`src/rtl/alu_issue_stage.sv`:
```
// alu_issue_stage: operand fetch, issue and writeback around a 1-cycle registered ALU.
// Decodes a 16-bit instruction, reads an 8x16 register file (r0 hardwired to 0),
// drives the ALU one-hot op and operands, and writes the ALU result back in WB.
// A writeback bypass lets an instruction accepted in WB see the result being written.
module alu_issue_stage #(
   parameter int DATA_WIDTH      = 16,
   parameter int IMM_SIGN_EXTEND = 0
) (
   input  logic                  iClock,
   input  logic                  iReset,
   input  logic [15:0]           iInstr,
   input  logic                  iInstrValid,
   output logic                  oInstrReady,
   output logic [DATA_WIDTH-1:0] oOperandA,
   output logic [DATA_WIDTH-1:0] oOperandB,
   output logic [4:0]            oOperation,
   input  logic [DATA_WIDTH-1:0] iAluResult,
   output logic                  oWbValid,
   output logic [2:0]            oWbAddr,
   output logic [DATA_WIDTH-1:0] oWbData,
   input  logic [2:0]            iDbgAddr,
   output logic [DATA_WIDTH-1:0] oDbgData
);

   // FSM encoding
   localparam logic [1:0] ST_IDLE = 2'd0;
   localparam logic [1:0] ST_EXEC = 2'd1;
   localparam logic [1:0] ST_WB   = 2'd2;

   // Instruction opcodes
   localparam logic [2:0] OPC_NOP = 3'd0;
   localparam logic [2:0] OPC_ADD = 3'd1;
   localparam logic [2:0] OPC_XOR = 3'd2;
   localparam logic [2:0] OPC_OR  = 3'd3;
   localparam logic [2:0] OPC_NOT = 3'd4;
   localparam logic [2:0] OPC_AND = 3'd5;
   localparam logic [2:0] OPC_MOV = 3'd6;
   localparam logic [2:0] OPC_LDI = 3'd7;

   // ALU one-hot operation codes; NONE makes the ALU pass operand B
   localparam logic [4:0] ALU_NONE = 5'b00000;
   localparam logic [4:0] ALU_ADD  = 5'b00001;
   localparam logic [4:0] ALU_XOR  = 5'b00010;
   localparam logic [4:0] ALU_OR   = 5'b00100;
   localparam logic [4:0] ALU_NOT  = 5'b01000;
   localparam logic [4:0] ALU_AND  = 5'b10000;

   logic [1:0]            state;
   logic [1:0]            state_nxt;
   logic [DATA_WIDTH-1:0] regs [8];
   logic [2:0]            rd_p1;

   logic [2:0]            opcode;
   logic [2:0]            rd;
   logic [2:0]            rs_a;
   logic [2:0]            rs_b;
   logic [6:0]            imm7;
   logic                  imm_fill;
   logic [DATA_WIDTH-1:0] imm_ext;
   logic                  accept;
   logic                  is_nop;
   logic                  in_wb;
   logic                  wb_write;
   logic                  hit_a;
   logic                  hit_b;
   logic [DATA_WIDTH-1:0] val_a;
   logic [DATA_WIDTH-1:0] val_b;
   logic [DATA_WIDTH-1:0] a_nxt;
   logic [DATA_WIDTH-1:0] b_nxt;
   logic [4:0]            op_nxt;

   assign opcode = iInstr[15:13];
   assign rd     = iInstr[12:10];
   assign rs_a   = iInstr[9:7];
   assign rs_b   = iInstr[6:4];
   assign imm7   = iInstr[6:0];

   assign imm_fill = (IMM_SIGN_EXTEND != 0) & imm7[6];
   assign imm_ext  = {{(DATA_WIDTH-7){imm_fill}}, imm7};

   // Ready is forced low while reset is held so nothing is accepted mid-reset
   assign oInstrReady = iReset & (state != ST_EXEC);
   assign accept      = iInstrValid & oInstrReady;
   assign is_nop      = (opcode == OPC_NOP);
   assign in_wb       = (state == ST_WB);
   assign wb_write    = in_wb & (rd_p1 != 3'd0);

   // The register being written this cycle is stale in the array; forward the ALU result
   assign hit_a = wb_write & (rs_a == rd_p1);
   assign hit_b = wb_write & (rs_b == rd_p1);
   assign val_a = hit_a ? iAluResult : regs[rs_a];
   assign val_b = hit_b ? iAluResult : regs[rs_b];

   assign oWbValid = in_wb;
   assign oWbAddr  = rd_p1;
   assign oWbData  = iAluResult;
   assign oDbgData = (iDbgAddr == 3'd0) ? '0 : regs[iDbgAddr];

   // Decode: choose ALU op and operand values for the incoming instruction
   always_comb begin
      op_nxt = ALU_NONE;
      a_nxt  = '0;
      b_nxt  = '0;
      case (opcode)
         OPC_ADD: begin op_nxt = ALU_ADD; a_nxt = val_a; b_nxt = val_b; end
         OPC_XOR: begin op_nxt = ALU_XOR; a_nxt = val_a; b_nxt = val_b; end
         OPC_OR:  begin op_nxt = ALU_OR;  a_nxt = val_a; b_nxt = val_b; end
         OPC_NOT: begin op_nxt = ALU_NOT; a_nxt = val_a; end
         OPC_AND: begin op_nxt = ALU_AND; a_nxt = val_a; b_nxt = val_b; end
         OPC_MOV: b_nxt = val_b;
         OPC_LDI: b_nxt = imm_ext;
         default: ;
      endcase
   end

   // Next-state: non-NOP accepts go to EXEC, EXEC always proceeds to WB
   always_comb begin
      state_nxt = state;
      case (state)
         ST_IDLE: if (accept && !is_nop) state_nxt = ST_EXEC;
         ST_EXEC: state_nxt = ST_WB;
         ST_WB:   state_nxt = (accept && !is_nop) ? ST_EXEC : ST_IDLE;
         default: state_nxt = ST_IDLE;
      endcase
   end

   // State register
   always_ff @(posedge iClock or negedge iReset) begin
      if (!iReset) state <= ST_IDLE;
      else         state <= state_nxt;
   end

   // Issue stage boundary: operands, op and destination load only on accept
   always_ff @(posedge iClock or negedge iReset) begin
      if (!iReset) begin
         oOperandA  <= '0;
         oOperandB  <= '0;
         oOperation <= ALU_NONE;
         rd_p1      <= 3'd0;
      end else if (accept) begin
         oOperandA  <= a_nxt;
         oOperandB  <= b_nxt;
         oOperation <= op_nxt;
         rd_p1      <= rd;
      end
   end

   // Writeback stage boundary: commit the ALU result at the edge closing WB; r0 never written
   always_ff @(posedge iClock or negedge iReset) begin
      if (!iReset) begin
         for (int i = 0; i < 8; i++) regs[i] <= '0;
      end else if (wb_write) begin
         regs[rd_p1] <= iAluResult;
      end
   end

endmodule

```
`config.mk`:
```
export PLATFORM = sky130hd
export DESIGN_NAME = alu_issue_stage
export DESIGN_NICKNAME = d
export VERILOG_FILES = /design/src/rtl/alu_issue_stage.sv
export SDC_FILE = /design/constraint.sdc
export NUM_CORES = 1
export LEC_CHECK = 0
export ABC_CLOCK_PERIOD_IN_PS = 4950
export BUFFER_PORTS_ARGS = -buffer_cell sky130_fd_sc_hd__buf_2
export CORE_ASPECT_RATIO = 1.1
export CORE_MARGIN = 4
export CORE_UTILIZATION = 50
export CTS_CLUSTER_DIAMETER = 30
export DETAILED_ROUTE_END_ITERATION = 8
export HOLD_SLACK_MARGIN = 0.12
export PLACE_DENSITY = 0.74
export SLEW_MARGIN = 20
export SYNTH_ARGS = -nofsm -noshare
export SYNTH_HDL_FRONTEND = slang
export SYNTH_SLANG_ARGS = --single-unit
```
`constraint.sdc`:
```
create_clock -name iClock -period 4.95 [get_ports iClock]
set_input_delay 0.7425 -clock iClock [delete_from_list [all_inputs] [get_ports iClock]]
set_output_delay 0.7425 -clock iClock [all_outputs]
set_load 0.01 [all_outputs]
```
# Word-level counts from Yosys, hierarchy flattened

Cells that the tools add are included.
W data, S select, Z words.

Add/sub/neg operators: 0
Multiply operators: 0
Div/mod/pow operators: 0
Order comparisons: 5
Equality and inequality tests: 13
Shift-type cells: 0
Muxes and demuxes: 21
Bitwise gates (word level): 9
Reduce and logical (&&, ||, !) cells: 9

Operators by type and width:

| cell                 | count |
|---|---|
| $mux W16             | 11 |
| $bmux W16 S3         | 3 |
| $bwmux W128          | 1 |
| $demux W16 S3        | 1 |
| $pmux W16 S2         | 1 |
| $pmux W5 S5          | 1 |
| $ge A4 B4 Y1 const B | 4 |
| $not A3 Y4           | 4 |
| $eq A3 B3 Y1 const B | 4 |
| $reduce_or A5 Y1     | 2 |
| $eq A3 B2 Y1 const B | 2 |
| $eq A3 B3 Y1         | 2 |
| $logic_not A3 Y1     | 2 |
| $pmux W2 S3          | 1 |
| $and A1 B1 Y1        | 5 |
| $lt A4 B1 Y1 const B | 1 |
| $eq A3 B1 Y1 const B | 1 |
| $reduce_bool A3 Y1   | 1 |
| $eq A2 B1 Y1 const B | 1 |
| $eq A2 B2 Y1 const B | 1 |
| $logic_and A1 B1 Y1  | 2 |
| $logic_not A2 Y1     | 1 |
| $mux W2              | 1 |
| $ne A2 B1 Y1 const B | 1 |
| other kinds (3)      | 3 |

Register bits after elaboration: 170
Latch bits: 0
RAM bits: 0
ROM bits: 0
Input bits: 38
Output and inout bits: 74
Word-level logic and storage cells: 70
Memories: 0

# Depth between registers and ports, before layout

Depth in word-level cells: 6
Mapped depth: 8
Depth with buffers taken out: 6

# Worst setup path before layout

No wires, ideal clock.

Path kind: in2out
Start point: input iDbgAddr[0]
End point: output oDbgData[10]
Arrival time: 2001 ps
Data required time: 4208 ps
Setup slack: 2207 ps
Cell stages on the path: 5
Cell sequence: clkbuf_1 -> buf_2 -> mux4_2 -> inv_1 -> a21oi_1

Word-level cells in the longest chain between the ends: 5
Elaborated cells between the ends (all ways): 6
Classes of those cells: mux: 4; bitwise: 1; reduce/logical: 1

RTL lines:

| element                                      | RTL line | source |
|---|---|---|
| start, declared                              | 21       | `input logic [2:0] iDbgAddr,` |
| $not A3 Y4 (implied by the code)             | 97       | `assign oDbgData = (iDbgAddr == 3'd0) ? '0 : regs[iDbgAddr];` |
| $bmux W16 S3                                 | 97       |  |
| $mux W16 (implied by the code) (2 in series) | 97       |  |
| $mux W16 *                                   | 97       |  |
| end, declared                                | 22       | `output logic [DATA_WIDTH-1:0] oDbgData` |

Mark *: on every way between the ends. The rest lies on a longest branch, timed or not. The select of a mux whose other input is x is not followed.

# Final worst setup path

Start point: input iDbgAddr[1]
End point: output oDbgData[5]

The elaborated chain is that of the path after synthesis.

==> flow_metrics.env <==
export IMPL_status="finished clean"
export IMPL_dp_cells=994
export IMPL_setup_viol=0
export IMPL_grt_pass1_vias=7081
export IMPL_firstDrtPassIters=5
export IMPL_synth_xor_area_share_pct=0.370
export IMPL_rsz0062_at_grt="no"
export IMPL_cp_num_buf_inv=3
export IMPL_final_hold_violation_count=0
export IMPL_fmax_mhz=303
export IMPL_required_ns=4.21
export IMPL_insertion_delay_ns=0.43
export IMPL_muxShareOfSynthArea_pct=34.8
export IMPL_synth_cells=712
export IMPL_first_iter_violations=584
export IMPL_crit_fanout=20
export IMPL_hp_class="primary input to async pin"
export IMPL_vdd_drop_max_uv=325
export IMPL_drc=0
export IMPL_ys_ff_latch=170
export IMPL_fin_crit_ns=3.30
export IMPL_fillCellCount=1538
export IMPL_leakage_nw=4.74
export IMPL_synth_cell_type_count=44
export IMPL_std_cell_rows=52
export IMPL_avgSynthCellArea_um2=13.3
export IMPL_synth_simple_area_share_pct=4.72
export IMPL_max_slew_margin_pct=30.6
export IMPL_post_cts_setup_buffers=0
export IMPL_grt_ovfl_total=0
export IMPL_instances_no_fill=1026
export IMPL_critPathTopFamily="buffers and inverters"
export IMPL_multiInputGateArea_um2=4650
export IMPL_min_period_over_period_pct=66.7
export IMPL_syn_area_um2=9470
export IMPL_regArea_um2=4250
export IMPL_synth_edf_count=0
export IMPL_synth_seq_area_share_pct=44.9
export IMPL_clockRootBuffer="clkbuf_16"
export IMPL_worst_pin_slew_ns=1.04
export IMPL_yosysWarnings=0
export IMPL_finClkSkew_ns=0.00739
export IMPL_cts_buffers=17
export IMPL_start_util_pct=51.3
export IMPL_crit_path_start_kind="primary input"
export IMPL_crit_arrival_ns=2.56
export IMPL_synthArstFlopShare_pct=100
export IMPL_setup_ws_ns=1.65
export IMPL_grt_max_degree=88
export IMPL_die_y_um=152
export IMPL_gp_congestion=0.838
export IMPL_clockBufferDepth=2
export IMPL_dieArea_um2=21200
export IMPL_crit_path_cell_trace="buf_2, buf_4, mux2_2, a221oi_1, a21oi_1, buf_2"
export IMPL_cap_violations=0
export IMPL_cts_resized=0
export IMPL_power_density_nw_per_um2=499
export IMPL_routedWlPerCell_um=25.3
export IMPL_die_x_um=139
export IMPL_critPathSlowestCell="buf_2"
export IMPL_cts_hold_fix_buffers=0
export IMPL_drive_gt1_share_pct=46.9
export IMPL_antenna_cells=0
export IMPL_fin_nets=808
export IMPL_cts_sinks=170
export IMPL_numPortBuffers=111
export IMPL_syn_nets=750
export IMPL_synth_compound_area_share_pct=9.10
export IMPL_vias_per_cell=6.56
export IMPL_cp_end_kind="output port"
export IMPL_critical_path_most_common_cell="buf_2"
export IMPL_postRouteWirelength_mm=26.0
export IMPL_ant_nets=0
export IMPL_grt_pass1_wl_mm=40.8
export IMPL_finalSetupTns_ns=0
export IMPL_area_delta_synth_final_pct=11.8
export IMPL_io_pins=112
export IMPL_grt_usage_pct=24.8
export IMPL_slew_violations=0
export IMPL_synth_ff_type="dfrtp_1"
export IMPL_clk_pin_slew_worst_paths_ns=0.06
export IMPL_synth_top_family_by_area="multiplexers"
export IMPL_crit_type="primary input to output port"
export IMPL_num_vias=6728
export IMPL_fp_coreArea_um2=18500
export IMPL_place_ws_ns=1.57
export IMPL_synth_fa_ha_area_share_pct=0
export IMPL_cts_tree="done"
export IMPL_antenna_found_initial=0
export IMPL_htreeDepth=4
export IMPL_max_stage_delay_ns=0.49
export IMPL_hpwl_mm=16.4
## cell usage in the layout, fill, tap and decap left out, drive strengths merged, types with 5 or more instances in the layout
cell / netlist / final
clkbuf: 44 / 20
o211ai: 7 / 7
inv: 27 / 30
clkinv: 0 / 5
buf: 45 / 128
mux2i: 32 / 32
o221ai: 9 / 9
nand2: 55 / 55
a221oi: 15 / 15
mux2: 104 / 104
o21ai: 46 / 46
a21oi: 17 / 17
dfrtp: 170 / 170
mux4: 80 / 80
nand3: 8 / 8
a222oi: 7 / 7
a22oi: 10 / 10
## report_power, final
part	internal (mW)	switching (mW)	leakage, nW
Sequential	1.87	0.503	2.16
Clock	0.738	0.579	0.279
Combinational	0.949	0.643	2.31
## synth_stat cells (2+ instances only)
cell,n,share of area [%]
mux4_2,80,19
nand3_1,8,0.42
nor2_1,4,0.16
inv_1,27,1.1
o41ai_1,3,0.28
a221oi_1,15,1.4
buf_1,3,0.12
nor2b_1,4,0.26
a21oi_1,16,0.85
nor3b_2,3,0.40
nor3_1,2,0.11
o221ai_2,3,0.48
mux2i_1,32,3.4
dfrtp_1,170,45
a22oi_1,10,0.79
nand2b_1,2,0.13
buf_2,16,0.85
nand2_1,54,2.1
a222oi_1,7,0.74
o211ai_2,7,0.92
buf_4,21,1.7
o21ai_0,46,2.4
clkbuf_1,44,1.7
o221ai_1,6,0.55
nand3b_1,2,0.16
xor2_1,3,0.28
buf_6,4,0.48
mux2_2,104,12
## layout make-up
class	count	share of cell area [%]
multi-input cells	426	43.9
repair buffers	128	6.55
well taps	243	2.87
flip-flops and latches	170	40.2
clock buffers	20	4.41
clock inverters	12	1.09
inverters	27	0.957
## stage by stage
| step | area (um^2) | power [mW] | util, % | hold slack, ns |
|---|---|---|---|---|
| 6_report | 10600 | 5.29 | 57.3 | 0.195 |
| 3_5_place_dp | 10000 | 3.97 | 54.1 | 0.382 |
| 5_1_grt | 10600 | 5.56 | 57.3 | 0.211 |
| 4_1_cts | 10600 | 5.29 | 57.3 | 0.198 |
| 3_3_place_gp | 10000 | 3.85 | 54.1 | 0.378 |
| 2_1_floorplan | 9470 | 3.42 | - | 0.417 |
## worst register-to-register path, stage by stage (launching register included)
cell	delay (ns)
dfrtp_1	0.53
nor3b_2	0.26
a21oi_2	0.07
a2111oi_4	0.62
nand2b_1	0.88
o221ai_1	0.29
## kinds of logic (layout without fill, tap and decap cells)
group | after synthesis | count (layout)
AO/OA/AOI/OAI | 117 | 117
XOR/XNOR | 4 | 4
buffers and inverters | 116 | 187
flip-flops | 170 | 170
multiplexers | 216 | 216
AND/OR/NAND/NOR | 89 | 89
## registers in the layout, indices dropped and copies added (netlist names)
name	flops
regs	128
oOperandA	16
oOperandB	16
oOperation	5
oWbAddr	3
state	2
## layer usage
layer	vias up	global-route usage, %	wire length [um]
met3	61	5.27	1800
met2	346	41.5	13100
met4	0	10.1	822
li1	2796	-	-
met5	-	0	0
met1	3525	31.4	10200
## worst paths after layout
kind,from,end,slack (ns),cells past startpoint
min reg2reg,regs[121],regs[121],0.40,0
min,iReset,regs[20],0.19,1
min in group iClock,regs[121],regs[121],0.40,0
max in group asynchronous,iReset,regs[56],3.67,2
max,iDbgAddr[1],oDbgData[5],1.65,6
max reg2reg,oWbAddr[1],oOperandA[8],2.12,5
Power figures use the tool's default switching activity.
